<file path="src/rtl/mem_arb_pkg.sv">
// ============================================================================
// mem_arb_pkg : shared types and constants for the two-port memory arbiter
// Revision    : 1.0
// ============================================================================
`default_nettype none

package mem_arb_pkg;

  typedef enum logic [1:0] {
    IDLE    = 2'd0,
    ISSUE   = 2'd1,
    WAIT_RD = 2'd2,
    RESP    = 2'd3
  } arb_state_e;

  localparam bit PORT_IFU = 1'b0;
  localparam bit PORT_LSU = 1'b1;

  localparam int unsigned ADDR_W = 64;
  localparam int unsigned LEN_W  = 32;
  localparam int unsigned DATA_W = 64;
  localparam int unsigned CNT_W  = 8;

  typedef struct packed {
    logic              wen;
    logic [ADDR_W-1:0] addr;
    logic [LEN_W-1:0]  len;
    logic [DATA_W-1:0] wdata;
  } cmd_t;

  function automatic logic [1:0] port_onehot(input logic port);
    return (port == PORT_IFU) ? 2'b01 : 2'b10;
  endfunction

endpackage : mem_arb_pkg

`default_nettype wire

</file>
<file path="src/rtl/rr_pick2.sv">
// ============================================================================
// rr_pick2 : combinational two-way round-robin pick with one-hot grant
// Revision : 1.0
// ============================================================================
`default_nettype none

module rr_pick2 (
  input  logic [1:0] req_i,
  input  logic       last_i,
  output logic [1:0] gnt_o
);

  // On a tie the port that did not win last time is favoured.
  always_comb begin
    gnt_o = 2'b00;
    case (req_i)
      2'b01:   gnt_o = 2'b01;
      2'b10:   gnt_o = 2'b10;
      2'b11:   gnt_o = last_i ? 2'b01 : 2'b10;
      default: gnt_o = 2'b00;
    endcase
  end

endmodule : rr_pick2

`default_nettype wire

</file>
<file path="src/rtl/mem_arbiter.sv">
// ============================================================================
// mem_arbiter : round-robin IFU/LSU arbiter and sequencer for one memory port
// Revision    : 1.0
// ============================================================================
`default_nettype none

module mem_arbiter
  import mem_arb_pkg::*;
#(
  parameter int unsigned TIMEOUT = 16
) (
  input  logic              clk,
  input  logic              rst_n,
  input  logic [1:0]        req_valid,
  output logic [1:0]        req_ready,
  input  logic              req_wen0,
  input  logic              req_wen1,
  input  logic [ADDR_W-1:0] req_addr0,
  input  logic [ADDR_W-1:0] req_addr1,
  input  logic [LEN_W-1:0]  req_len0,
  input  logic [LEN_W-1:0]  req_len1,
  input  logic [DATA_W-1:0] req_wdata0,
  input  logic [DATA_W-1:0] req_wdata1,
  output logic [1:0]        rsp_valid,
  output logic [DATA_W-1:0] rsp_rdata,
  output logic              rsp_err,
  output logic              mem_en,
  output logic              mem_wout,
  output logic              mem_addr_valid,
  output logic              mem_data_ready,
  output logic [ADDR_W-1:0] mem_addr,
  output logic [LEN_W-1:0]  mem_len,
  output logic [DATA_W-1:0] mem_wdata,
  input  logic              mem_addr_ready,
  input  logic              mem_data_valid,
  input  logic [DATA_W-1:0] mem_rdata
);

  localparam logic [CNT_W-1:0] c_CNT_LAST = CNT_W'(TIMEOUT - 1);

  arb_state_e        state_q;
  cmd_t              cmd_q;
  cmd_t              cmd_d;
  logic              owner_q;
  logic              last_grant_q;
  logic [CNT_W-1:0]  cnt_q;
  logic [DATA_W-1:0] rdata_q;
  logic              err_q;

  logic [1:0]        w_grant;
  logic              w_idle;
  logic              w_issue;
  logic              w_resp;

  rr_pick2 u_pick (
    .req_i  (req_valid),
    .last_i (last_grant_q),
    .gnt_o  (w_grant)
  );

  assign w_idle  = (state_q == IDLE);
  assign w_issue = (state_q == ISSUE);
  assign w_resp  = (state_q == RESP);

  assign req_ready = w_idle ? w_grant : 2'b00;

  always_comb begin
    cmd_d = '0;
    if (w_grant[PORT_LSU]) begin
      cmd_d.wen   = req_wen1;
      cmd_d.addr  = req_addr1;
      cmd_d.len   = req_len1;
      cmd_d.wdata = req_wdata1;
    end else begin
      cmd_d.wen   = req_wen0;
      cmd_d.addr  = req_addr0;
      cmd_d.len   = req_len0;
      cmd_d.wdata = req_wdata0;
    end
  end

  // Memory side is only driven while issuing, so an async reset drops it at once.
  assign mem_en         = w_issue;
  assign mem_addr_valid = w_issue;
  assign mem_wout       = w_issue & cmd_q.wen;
  assign mem_data_ready = w_issue & cmd_q.wen;
  assign mem_addr       = w_issue ? cmd_q.addr  : '0;
  assign mem_len        = w_issue ? cmd_q.len   : '0;
  assign mem_wdata      = w_issue ? cmd_q.wdata : '0;

  assign rsp_valid = w_resp ? port_onehot(owner_q) : 2'b00;
  assign rsp_rdata = w_resp ? rdata_q : '0;
  assign rsp_err   = w_resp & err_q;

  always_ff @(posedge clk or negedge rst_n) begin
    if (!rst_n) begin
      state_q      <= IDLE;
      cmd_q        <= '0;
      owner_q      <= PORT_IFU;
      last_grant_q <= PORT_LSU;
      cnt_q        <= '0;
      rdata_q      <= '0;
      err_q        <= 1'b0;
    end else begin
      case (state_q)
        IDLE: begin
          if (|req_valid) begin
            cmd_q   <= cmd_d;
            owner_q <= w_grant[PORT_LSU];
            state_q <= ISSUE;
          end
        end
        ISSUE: begin
          if (mem_addr_ready) begin
            if (cmd_q.wen) begin
              rdata_q <= '0;
              err_q   <= 1'b0;
              state_q <= RESP;
            end else begin
              cnt_q   <= '0;
              state_q <= WAIT_RD;
            end
          end
        end
        WAIT_RD: begin
          if (mem_data_valid) begin
            rdata_q <= mem_rdata;
            err_q   <= 1'b0;
            state_q <= RESP;
          end else if (cnt_q == c_CNT_LAST) begin
            rdata_q <= '0;
            err_q   <= 1'b1;
            state_q <= RESP;
          end else begin
            cnt_q <= cnt_q + 1'b1;
          end
        end
        RESP: begin
          last_grant_q <= owner_q;
          state_q      <= IDLE;
        end
        default: state_q <= IDLE;
      endcase
    end
  end

endmodule : mem_arbiter

`default_nettype wire

</file>
<file path="config.mk">
export PLATFORM = sky130hd
export DESIGN_NAME = mem_arbiter
export DESIGN_NICKNAME = d
export VERILOG_FILES = /design/src/rtl/mem_arb_pkg.sv /design/src/rtl/rr_pick2.sv /design/src/rtl/mem_arbiter.sv
export SDC_FILE = /design/constraint.sdc
export NUM_CORES = 1
export LEC_CHECK = 0
export BUFFER_PORTS_ARGS = -buffer_cell sky130_fd_sc_hd__buf_2
export CORE_AREA = 10 10 238 240
export CTS_BUF_LIST = sky130_fd_sc_hd__clkbuf_8
export DETAILED_ROUTE_END_ITERATION = 6
export DIE_AREA = 0 0 248 250
export GPL_ROUTABILITY_DRIVEN = 0
export GPL_TIMING_DRIVEN = 0
export SKIP_LAST_GASP = 1
export SYNTH_ARGS = -nofsm -noshare
export SYNTH_HDL_FRONTEND = slang
export SYNTH_SLANG_ARGS = --single-unit
</file>
<file path="constraint.sdc">
create_clock -name clk -period 2.9 [get_ports clk]
set_clock_uncertainty 0.1 [all_clocks]
set_input_delay 0.145 -clock clk [delete_from_list [all_inputs] [get_ports clk]]
set_output_delay 0.145 -clock clk [all_outputs]
set_load 0.01 [all_outputs]
</file>
Word level (Yosys, flattened, before mapping)

Cells that the tools add are included.

Flip-flop bits (word level): 238
Latch bits: 0
Bits in writable memories: 0
ROM bits: 0
Bits of input ports: 392
Output and inout port bits: 233
Memories: 0

Add/sub/neg operators: 1
Multiply operators: 0
Divide/modulo/power cells: 0
Magnitude comparators: 0
Equal/unequal tests: 14
Shifts and indexed selects: 0
Multiplexer cells: 31
Bitwise operators: 2
Reductions and logical operators: 7

Operators with widths:

| cell                                                                     | number |
|---|---|
| 64-bit 2-to-1 mux                                                        | 7 |
| 161-bit 2-to-1 mux                                                       | 1 |
| 64-bit one-hot mux with 2 select lines                                   | 1 |
| 32-bit 2-to-1 mux                                                        | 1 |
| 8-bit 2-to-1 mux                                                         | 4 |
| 2-bit 2-to-1 mux                                                         | 8 |
| 8-bit one-hot mux with 2 select lines                                    | 1 |
| 2-bit inequality test (second input constant)                            | 5 |
| 8-bit by 1-bit adder with 8-bit output (second input constant)           | 1 |
| 2-bit == test (second input constant)                                    | 4 |
| 8-bit by 4-bit == test with 1-bit output (second input constant)         | 1 |
| 2-bit one-hot mux with 4 select lines                                    | 1 |
| 2-bit one-hot mux with 3 select lines                                    | 1 |
| 1-bit 2-to-1 mux                                                         | 5 |
| 5-bit AND reduction                                                      | 1 |
| 2-bit by 1-bit == test with 1-bit output (second input constant)         | 2 |
| 4-bit AND reduction                                                      | 1 |
| 3-bit inequality test (second input constant)                            | 1 |
| 3-bit AND reduction                                                      | 1 |
| 1-bit AND                                                                | 2 |
| 2-bit zero test                                                          | 1 |
| 2-bit by 1-bit inequality test with 1-bit output (second input constant) | 1 |
| 1-bit one-hot mux with 2 select lines                                    | 1 |
| 2-bit AND reduction                                                      | 1 |
| other kinds (2)                                                          | 2 |

Longest topological paths before layout

Gate-level depths: netlist of the first run.

Word-level depth: 4
Gate-level depth with buffers: 8
Gate-level depth less buffers: 6

Modules after synthesis

From an unflattened synthesis of the first run, not the netlist that was laid out.

Cells, all modules: 1254
Area, all modules: 12423.2 sq um

Modules (own cells, without submodules):

| module      | times used | cells an instance | area an instance (sq um) | seq. area each (sq um) |
|---|---|---|---|---|
| mem_arbiter | 1          | 1251              | 12404.4                  | 5957.0 |
| rr_pick2    | 1          | 3                 | 18.8                     | 0.0 |

Worst setup path before layout of the first run

Ideal clock, no wire load.

Path kind: register -> register
Start: register cnt_q[6]
End: register rdata_q[13]
Data arrival time: 1.996 ns
Required time: 2.675 ns
Slack: 0.678 ns
Cell stages (with the launch flop): 7
Buffers on the path: 2
Cells stage by stage: dfrtp_1 or4_1 o21a_1 a211o_1 buf_6 buf_6 mux2_4

Word-level cells in the longest chain between the ends: 3

Ends and longest elaborated chain:

| item                                     | RTL line           | RTL |
|---|---|---|
| start: declaration                       | mem_arbiter.sv:46  | `logic [CNT_W-1:0] cnt_q;` |
| start signal: assignment                 | mem_arbiter.sv:135 | `cnt_q <= cnt_q + 1'b1;` |
| 8-bit by 4-bit == test with 1-bit output | mem_arbiter.sv:130 | `end else if (cnt_q == c_CNT_LAST) begin` |
| 3-bit inequality test (no source line)   | -                  |  |
| 4-bit AND reduction (no source line)     | -                  |  |
| end signal: assignment                   | mem_arbiter.sv:127 | `rdata_q <= mem_rdata;` |
| end: declaration                         | mem_arbiter.sv:47  | `logic [DATA_W-1:0] rdata_q;` |

Every way passes these cells.
A chain may end at the register's enable or synchronous reset.

Worst setup path in the final report of the first run

Start: register state_q[0]
End: register cmd_q[158] (netlist bit)

Word-level cells in the longest chain between the ends: 2

Ends and longest elaborated chain:

| item                                 | RTL line           | RTL |
|---|---|---|
| start: declaration                   | mem_arbiter.sv:41  | `arb_state_e state_q;` |
| start signal: assignment             | mem_arbiter.sv:97  | `state_q <= IDLE;` |
| start signal: assignment             | mem_arbiter.sv:110 | `state_q <= ISSUE;` |
| start signal: assignment             | mem_arbiter.sv:118 | `state_q <= RESP;` |
| 2-bit zero test                      | mem_arbiter.sv:105 | `case (state_q)` |
| 2-bit AND reduction (no source line) | -                  |  |
| end signal: assignment               | mem_arbiter.sv:108 | `cmd_q <= cmd_d;` |
| end: declaration                     | mem_arbiter.sv:42  | `cmd_t cmd_q;` |

Every way passes these cells.

==> results_dict.tcl, run 1 <==
set metrics [dict create \
    grt_use_total 0.189 \
    p_per_area_nw_per_um2 901 \
    antenna_found_initial 24 \
    cp-start-kind "register" \
    synth_area_leaders "dfrtp_1 50%, and2_1 12%, nor2_1 10%" \
    fin_tns_setup_ns 0 \
    clock_path_buffers 3 \
    p_int_mw 11.2 \
    via_per_inst 4.58 \
    vdd_drop_max_mv 0.585 \
    r2r_start "state_q[0]$_DFFE_PN0P_" \
    rsz0062_at_grt "yes" \
    pwr-share-comb 0.518 \
    power.net_switching_mw 7.65 \
    endpoint_kind "register" \
    endpoint "cmd_q[158]$_DFFE_PN0P_" \
    r2r-end "cmd_q[158]$_DFFE_PN0P_" \
    ys_seq_area_frac 0.503 \
    synth-adder-area-share 0.00634 \
    drt_iter0_markers 741 \
    cts_root_buffer "clkbuf_8" \
    p_leak_nw 10.9 \
    ys_ff_latch 238 \
    first_global_vias 15300 \
    yosysTopAreaCell "dfrtp_1" \
    power.share.clock 0.177 \
    drv_cap 0 \
    wire_per_inst_um 20.1 \
    synth_nets 1654 \
    fmax_mhz 358 \
    drive_gt1_frac 0.339 \
    syn_inst 1256 \
    rows 84 \
    fin_hold_ws_ns 0.0847 \
    coreArea_um2 52000 \
    maxSlewHeadroom 0.237 \
    required_ns 3.32 \
    drc 0 \
    final_core_util 0.401 \
    ff2ff_setup_slack_ns 0.11 \
    outcome "completed" \
    drv_slew 0 \
    min_period_ns 2.79 \
    drt-pass1-iter-count 5 \
    seqPwrFrac 0.305 \
    synthFlopType "dfrtp_1" \
    io_buffers 624 \
    start_util 0.228 \
    switching_share 0.406 \
    area_growth_pct 76.3 \
    synth_top_family_by_area "simple AND/OR/NAND/NOR gates" \
    grt_max_degree 108 \
    nNetsFinal 2720 \
    yosys.area_share.simple 0.275 \
    synth_cell_type_count 36 \
    async_flop_share 1.00 \
    timing.critical_path.from "state_q[0]$_DFFE_PN0P_" \
    fin_cells 3066 \
    clock-sinks 238 \
    clkTransAtPathRegs_ns 0.06 \
    clock_latency_ns 0.59 \
    critPathKind "reg -> reg" \
    synth_xor_area_frac 0 \
    layout_worst_path_cycle_share 0.962 \
    min_from "req_valid[0]" \
    postRouteAntennaNets 0 \
    worstPathMaxFanout 14 \
    placed_cells 2570 \
    muxShareOfSynthArea 0.0796 \
    cts-buffers-inserted 46 \
    yosys_warnings 0 \
    hold_path_class "in -> reg" \
    cts_tree "yes" \
    hold_violations 0 \
    tightest_slew_ns 1.14 \
    vias 14100 \
    grt_pass1_wl_um 90300 \
    die_height_um 250 \
    wirelength_um 61500 \
    worstRegToRegCells 8 \
    synth_edf_count 0 \
    synth_common_cells "329 x nor2_1, 237 x dfrtp_1, 228 x and2_1" \
    setup_violations 0 \
    syn_area_um2 11800 \
    io_pins 625 \
    grt_overflow 0 \
    arrival_ns 3.21 \
    dp_hpwl_um 44100 \
    synth_compound_area_frac 0.0977 \
    synth_top_area_frac 0.501 \
    fp.dieW_um 248 \
    synthMostInstantiatedCell "nor2_1" \
    syn_avg_cell_area_um2 9.43 \
    htree_num_levels 2 \
    die_area_um2 62000 \
]
routing by layer:
layer,vias up,track usage,share of wire
met5,-,0,0.00044
met4,4,0.110,0.054
met3,192,0.0642,0.098
met2,771,0.319,0.48
met1,6670,0.201,0.36
li1,6416,-,-
metrics by stage:
stage | area [um2] | setup slack, ns | power, mW
after floorplan | 11800 | 0.678 | 10.8
after global routing | 20900 | -0.0280 | 20.1
final | 20900 | 0.109 | 18.8
after global placement | 15800 | -2.92 | 14.2
after CTS | 20800 | -0.282 | 18.8
after detailed placement | 15900 | -0.943 | 14.4
critical path, cell delays in order, from the launching register on:
cell,delay (ns)
dfrtp_1,0.38
inv_1,0.11
ha_1,0.28
o211ai_1,0.18
buf_12,0.22
clkbuf_1,0.53
o22ai_1,0.18
dlygate4sd3_1,0.61
nor2_1,0.10
cell families after synthesis:
group / count (synthesis)
and+or+nand+nor: 656
DFF: 238
AOI/OAI and AO/OA: 182
buffers and inverters: 107
muxes: 67
adders and majority gates: 6
how the worst min path moves through the flow:
stage / to / slack, ns / cells past startpoint
after floorplan: cmd_q[0]$_DFFE_PN0P_ / -0.25 / 0
after global placement: cmd_q[75]$_DFFE_PN0P_ / 0.29 / 3
after detailed placement: cmd_q[110]$_DFFE_PN0P_ / -0.08 / 1
after CTS: state_q[0]$_DFFE_PN0P_ / 0.01 / 5
after global routing: state_q[0]$_DFFE_PN0P_ / 0.06 / 5
final: state_q[0]$_DFFE_PN0P_ / 0.08 / 5
registers in the layout, summed over array words and instances, names as in the netlist:
| register | count |
|---|---|
| rdata_q | 64 |
| state_q | 2 |
| cnt_q | 8 |
| cmd_q | 161 |
| owner_q | 1 |
| last_grant_q | 1 |
| err_q | 1 |
power by group through the flow:
| stage | Clock, mW | Sequential, mW | Combinational, mW |
|---|---|---|---|
| after floorplan | 0 | 5.42 | 5.33 |
| after global placement | 0 | 5.66 | 8.52 |
| after detailed placement | 0 | 5.75 | 8.65 |
| after CTS | 3.45 | 5.70 | 9.65 |
| after global routing | 3.61 | 5.92 | 10.6 |
| final | 3.34 | 5.74 | 9.74 |
repair_timing:
item / CTS / global route
endpoints found under the setup margin: 249 / 244
pin swaps: 1 / 0
gates resized for setup: 22 / 28
hold buffers: 391 / 0
endpoints found under the hold margin: 468 / 0
setup buffers: 2 / 0
cell type report:
class,count,area (um2)
well taps,688,861
plain buffers,100,487
flip-flops and latches,238,5960
inverters,6,22.5
fillers,4948,31100
diodes,22,55.1
multi-input cells,911,5440
repair buffers,1019,7140
clock inverters,22,87.6
clock buffers,60,826
placed cells by master (no fill, tap or decap), types with 7 or more instances in the layout:
| cell | n |
|---|---|
| and2_1 | 228 |
| and3_1 | 66 |
| buf_2 | 625 |
| buf_6 | 8 |
| clkbuf_1 | 65 |
| clkbuf_2 | 19 |
| clkbuf_8 | 61 |
| dfrtp_1 | 237 |
| diode_2 | 22 |
| dlygate4sd3_1 | 390 |
| inv_1 | 24 |
| mux2_2 | 17 |
| mux2_4 | 50 |
| nand2_1 | 7 |
| nand3_1 | 9 |
| nor2_1 | 329 |
| o22ai_1 | 161 |
Power figures use the tool's default switching activity.
==> inputs of run 2 (changes only) <==
--- a/config.mk
+++ b/config.mk
@@ -6,10 +6,10 @@
 export NUM_CORES = 1
 export LEC_CHECK = 0
 export BUFFER_PORTS_ARGS = -buffer_cell sky130_fd_sc_hd__buf_2
-export CORE_AREA = 10 10 238 240
+export CORE_AREA = 10 10 235 237
 export CTS_BUF_LIST = sky130_fd_sc_hd__clkbuf_8
 export DETAILED_ROUTE_END_ITERATION = 6
-export DIE_AREA = 0 0 248 250
+export DIE_AREA = 0 0 245 247
 export GPL_ROUTABILITY_DRIVEN = 0
 export GPL_TIMING_DRIVEN = 0
 export SKIP_LAST_GASP = 1
==> constraint.sdc (replaced) <==
create_clock -name clk -period 3.4 [get_ports clk]
set_clock_uncertainty 0.1 [all_clocks]
set_input_delay 0.17 -clock clk [delete_from_list [all_inputs] [get_ports clk]]
set_output_delay 0.17 -clock clk [all_outputs]
set_load 0.01 [all_outputs]
==> run 2 against run 1 <==
Design area is 0.34% lower. Utilization up 0.93 points. Total power decreased by 14%. Global-route usage shrank 0.16 points. Sequential cell count did not move. Critical path type unchanged.
==> results_dict.tcl, run 2 (same netlist as run 1, synthesis figures left out) <==
set metrics [dict create \
    endpoint_kind "register" \
    cp-start-kind "register" \
    hold_path_class "in -> async" \
    nNetsFinal 2719 \
    wire_per_inst_um 19.7 \
    fin_cells 3037 \
    start_util 0.234 \
    fmax_mhz 312 \
    setup_ws_ns 0.197 \
    grt_overflow 0 \
    dp_hpwl_um 42500 \
    die_height_um 247 \
    cts_root_buffer "clkbuf_8" \
    p_leak_nw 10.8 \
    fillerInstances 4813 \
    grt_max_degree 90 \
    first_global_vias 15200 \
    clock-sinks 238 \
    drv_cap 0 \
    p_per_area_nw_per_um2 780 \
    placed_cells 2562 \
    grt_pass1_wl_um 88900 \
    io_pins 625 \
    cpMaxStageDelayCell "clkbuf_1" \
    critPathKind "reg -> reg" \
    clock_latency_ns 0.58 \
    drv_slew 0 \
    placed_area_um2 15900 \
    worstPathMaxFanout 11 \
    drt-pass1-iter-count 5 \
    layout_commonest_cell "buf_2" \
    tightest_slew_ns 0.859 \
    clkTransAtPathRegs_ns 0.06 \
    maxSlewHeadroom 0.427 \
    outcome "completed" \
    io_buffers 624 \
    drc 0 \
    fin_area_um2 20800 \
    htree_num_levels 2 \
    largest_register_ffs 161 \
    final_cell_mix "625 x buf_2, 389 x dlygate4sd3_1, 329 x nor2_1, 237 x dfrtp_1, 228 x and2_1" \
    cts-buffers-inserted 47 \
    crit_path_max_incr_delay_ns 0.64 \
    vias 14200 \
    arrival_ns 3.62 \
    area_growth_pct 75.7 \
    reg_top3 "cmd_q (161), rdata_q (64), cnt_q (8)" \
    path_cells "inv_1, ha_1, o211ai_1, buf_4, buf_4, clkbuf_1, o22ai_1, dlygate4sd3_1, nor2_1" \
    rows 83 \
    fp.dieW_um 245 \
    drive_gt1_frac 0.334 \
    preCtsSetupSlack_ns -0.167 \
    vdd_drop_max_mv 0.418 \
    postRouteAntennaNets 0 \
    crit_top_cell "buf_4" \
    rsz0062_at_grt "no" \
    antenna_found_initial 4 \
    min_period_ns 3.20 \
    final_core_util 0.411 \
    die_area_um2 60500 \
    required_ns 3.81 \
    setup_violations 0 \
    coreArea_um2 50700 \
    layout_worst_path_cycle_share 0.942 \
    hold_violations 0 \
    drt_iter0_markers 880 \
    fin_hold_ws_ns 0.0629 \
    via_per_inst 4.66 \
    top_register "cmd_q" \
    cts_tree "yes" \
    grt_use_total 0.187 \
    clock_path_buffers 3 \
    wirelength_um 59700 \
]
-- run 2: where the power goes --
group	internal (mW)	total [mW]	switching, mW
logic	3.79	8.28	4.50
registers	4.16	4.87	0.713
clock network	1.76	3.08	1.31
total	9.71	16.2	6.52
-- run 2: area by class of cell --
class	instances	area (um2)	area share
Timing Repair Buffer	1017	7100	0.341
Sequential cell	238	5960	0.286
Multi-Input combinational cell	911	5430	0.261
Clock buffer	65	895	0.0430
Tap cell	680	851	0.0409
Buffer	100	443	0.0213
Clock inverter	19	108	0.00517
Inverter	6	22.5	0.00108
Antenna cell	1	2.50	0.000120
-- run 2: path summary, 6_finish.rpt --
kind                                     endpoint  cells past startpoint  slack (ns)                    from
min reg2reg                rdata_q[5]$_DFFE_PN0P_                      1        0.40  rdata_q[5]$_DFFE_PN0P_
min in group clk           state_q[0]$_DFFE_PN0P_                      5        0.13            req_valid[0]
max                        cmd_q[156]$_DFFE_PN0P_                      9        0.20  state_q[1]$_DFFE_PN0P_
max reg2reg                cmd_q[156]$_DFFE_PN0P_                      9        0.20  state_q[1]$_DFFE_PN0P_
min                        cmd_q[144]$_DFFE_PN0P_                      2        0.06                   rst_n
max in group asynchronous   cmd_q[79]$_DFFE_PN0P_                      3        2.23                   rst_n
-- run 2: metrics by stage --
stage	TNS, ns	total power, mW
after global routing	0	17.4
after global placement	-572.23	12.1
after detailed placement	-0.600	12.3
after floorplan	0	9.18
after CTS	0	16.3
final	0	16.2
-- run 2: critical path, delay by kind of cell, from the launching register on --
family          cells  cell delay [ns]
simple gates        1             0.09
fa+ha+maj           1             0.23
compound gates      2             0.31
flops               1             0.43
buf+inv             5             1.97
-- run 2: repair_timing --
action                                  4_1_cts  5_1_grt
hold buffers                                389        0
gates resized for setup                       8        7
setup buffers                                 2        0
hold endpoints to repair                    353        0
pin swaps                                     1        0
endpoints found under the setup margin       92       47
-- run 2: routing by layer --
| layer | vias up | track usage | share of wire |
|---|---|---|---|
| met5 | - | 0 | 0.00059 |
| met2 | 824 | 0.318 | 0.48 |
| li1 | 6395 | - | - |
| met3 | 205 | 0.0706 | 0.099 |
| met1 | 6736 | 0.206 | 0.37 |
| met4 | 6 | 0.0831 | 0.044 |
==> inputs of run 3 (changes only) <==
--- a/config.mk
+++ b/config.mk
@@ -11,7 +11,9 @@
 export DETAILED_ROUTE_END_ITERATION = 6
 export DIE_AREA = 0 0 245 247
 export GPL_ROUTABILITY_DRIVEN = 0
-export GPL_TIMING_DRIVEN = 0
+export GPL_TIMING_DRIVEN = 1
+export PLACE_DENSITY = 0.59
+export SETUP_SLACK_MARGIN = 0.4
 export SKIP_LAST_GASP = 1
 export SYNTH_ARGS = -nofsm -noshare
 export SYNTH_HDL_FRONTEND = slang
==> run 3 against run 2 <==
First-iteration DRC count down 21%. Count of clock-buffer cells in the layout fell by 11. Critical path depth is 2 lower. Fmax grew 11%. Final cell count fell by 2.6%. Critical endpoint is now cmd_q[96]$_DFFE_PN0P_. Combinational power decreased by 4.1%. Sequential power barely moved. Clock power is 10% lower. Via count shrank 4.7%. Critical path type unchanged.
==> results_dict.tcl, run 3 (same netlist as run 1, synthesis figures left out) <==
set metrics [dict create \
    ff2ff_setup_slack_ns 0.50 \
    grt_pass1_wl_um 81500 \
    io_pins 625 \
    start_util 0.234 \
    cts_root_buffer "clkbuf_8" \
    via_per_inst 4.57 \
    placed_cells 2482 \
    wire_per_inst_um 18.7 \
    arrival_ns 3.27 \
    fmax_mhz 345 \
    grt_use_total 0.169 \
    antenna_found_initial 5 \
    p_per_area_nw_per_um2 758 \
    io_buffers 624 \
    power.net_switching_mw 6.18 \
    reg_top3 "cmd_q (161), rdata_q (64), cnt_q (8)" \
    htree_num_levels 2 \
    cts-buffers-inserted 43 \
    tightest_slew_ns 0.712 \
    grt_overflow 0 \
    dp_hpwl_um 36300 \
    setup_violations 0 \
    cts_tree "yes" \
    fp.dieW_um 245 \
    grt_max_degree 113 \
    critPathKind "reg -> reg" \
    die_area_um2 60500 \
    final_cell_mix "623 x buf_2, 389 x dlygate4sd3_1, 329 x nor2_1, 237 x dfrtp_1, 228 x and2_1" \
    pwr-share-comb 0.510 \
    first_global_vias 14600 \
    endpoint "cmd_q[96]$_DFFE_PN0P_" \
    hold_violations 0 \
    largest_register_ffs 161 \
    drv_cap 0 \
    r2r-end "cmd_q[96]$_DFFE_PN0P_" \
    drt_iter0_markers 697 \
    worstPathMaxFanout 102 \
    drv_slew 0 \
    top_register "cmd_q" \
    clock_path_buffers 3 \
    outcome "completed" \
    clock_latency_ns 0.59 \
    switching_share 0.397 \
    drt-pass1-iter-count 5 \
    coreArea_um2 50700 \
    die_height_um 247 \
    area_growth_pct 73.4 \
    power.share.clock 0.177 \
    seqPwrFrac 0.313 \
    wirelength_um 55200 \
    p_leak_nw 10.7 \
    min_period_ns 2.90 \
    vdd_drop_max_mv 0.444 \
    required_ns 3.78 \
    rows 83 \
    timing.critical_path.from "state_q[0]$_DFFE_PN0P_" \
    cp-start-kind "register" \
    layout_commonest_cell "buf_2" \
    hold_path_class "in -> async" \
    worstRegToRegCells 7 \
    vias 13500 \
    endpoint_kind "register" \
    clkTransAtPathRegs_ns 0.06 \
    layout_worst_path_cycle_share 0.852 \
    rsz0062_at_grt "yes" \
    postRouteAntennaNets 0 \
    nNetsFinal 2637 \
    maxSlewHeadroom 0.525 \
    drc 0 \
    fin_tns_setup_ns 0 \
    drive_gt1_frac 0.347 \
    r2r_start "state_q[0]$_DFFE_PN0P_" \
    post_cts_buffers 0 \
    clock-sinks 238 \
    fin_cells 2957 \
    p_int_mw 9.39 \
]
-- run 3: cell count changes in the layout (fill, tap and decap cells not counted), sizes merged --
cell	change
a211o	+1
nand3	+2
clkbuf	-100
clkinvlp	+1
diode	+4
inv	+4
buf	+8
-- run 3: how the worst min path moves through the flow --
stage,endpoint,cells after the start
finish,cmd_q[144]$_DFFE_PN0P_,2
CTS,cmd_q[144]$_DFFE_PN0P_,2
detailed placement,cmd_q[144]$_DFFE_PN0P_,1
global placement,cmd_q[106]$_DFFE_PN0P_,1
global route,cmd_q[144]$_DFFE_PN0P_,2
floorplan,cmd_q[0]$_DFFE_PN0P_,0
-- run 3: final cells by class --
| cell class | instances | area (um2) |
|---|---|---|
| sequential | 238 | 5960 |
| clock inverter | 24 | 131 |
| clock buffer | 54 | 743 |
| fill | 4855 | 30100 |
| antenna | 5 | 12.5 |
| timing repair buffer | 1036 | 7320 |
| inverter | 6 | 22.5 |
| tap | 680 | 851 |
| multi-input combinational | 914 | 5510 |
-- run 3: timing repair --
action,in CTS,in global routing
hold endpoints to repair,436,0
resized for setup,0,2
hold buffers,389,0
endpoints found under the setup margin,0,138
-- run 3: power by group through the flow --
stage / clock [mW] / sequential [mW] / combinational [mW]
after detailed placement: 0 / 4.88 / 7.00
after global placement: 0 / 4.82 / 6.89
after global routing: 2.98 / 5.03 / 8.67
after CTS: 2.87 / 4.85 / 7.80
final: 2.76 / 4.87 / 7.94
after floorplan: 0 / 4.63 / 4.55
-- run 3: critical path, cell delays in order (launching register included) --
cell           delay [ns]
dfrtp_1              0.42
inv_1                0.17
ha_2                 0.40
o211ai_1             0.29
buf_12               0.27
o22ai_1              0.32
dlygate4sd3_1        0.64
nor2_1               0.05
-- run 3: metal layers --
layer / part of all wire / wire (um) / up-vias / track usage
li1: - / - / 6235 / -
met1: 0.37 / 20500 / 6440 / 0.182
met2: 0.49 / 27100 / 666 / 0.292
met3: 0.097 / 5340 / 157 / 0.0617
met4: 0.041 / 2240 / 4 / 0.0743
met5: 0.00049 / 27 / - / 0
-- run 3: per-stage QoR --
step / setup slack (ns) / cell area [um2] / util / power [mW] / hold slack, ns
after global routing: 0.390 / 20500 / 0.405 / 16.7 / 0.108
after floorplan: 1.18 / 11800 / - / 9.18 / -0.226
after CTS: 0.417 / 20500 / 0.404 / 15.5 / 0.0414
final: 0.503 / 20500 / 0.405 / 15.6 / 0.0876
after detailed placement: 0.546 / 15700 / 0.310 / 11.9 / 0.119
after global placement: 0.602 / 15700 / 0.310 / 11.7 / 0.124
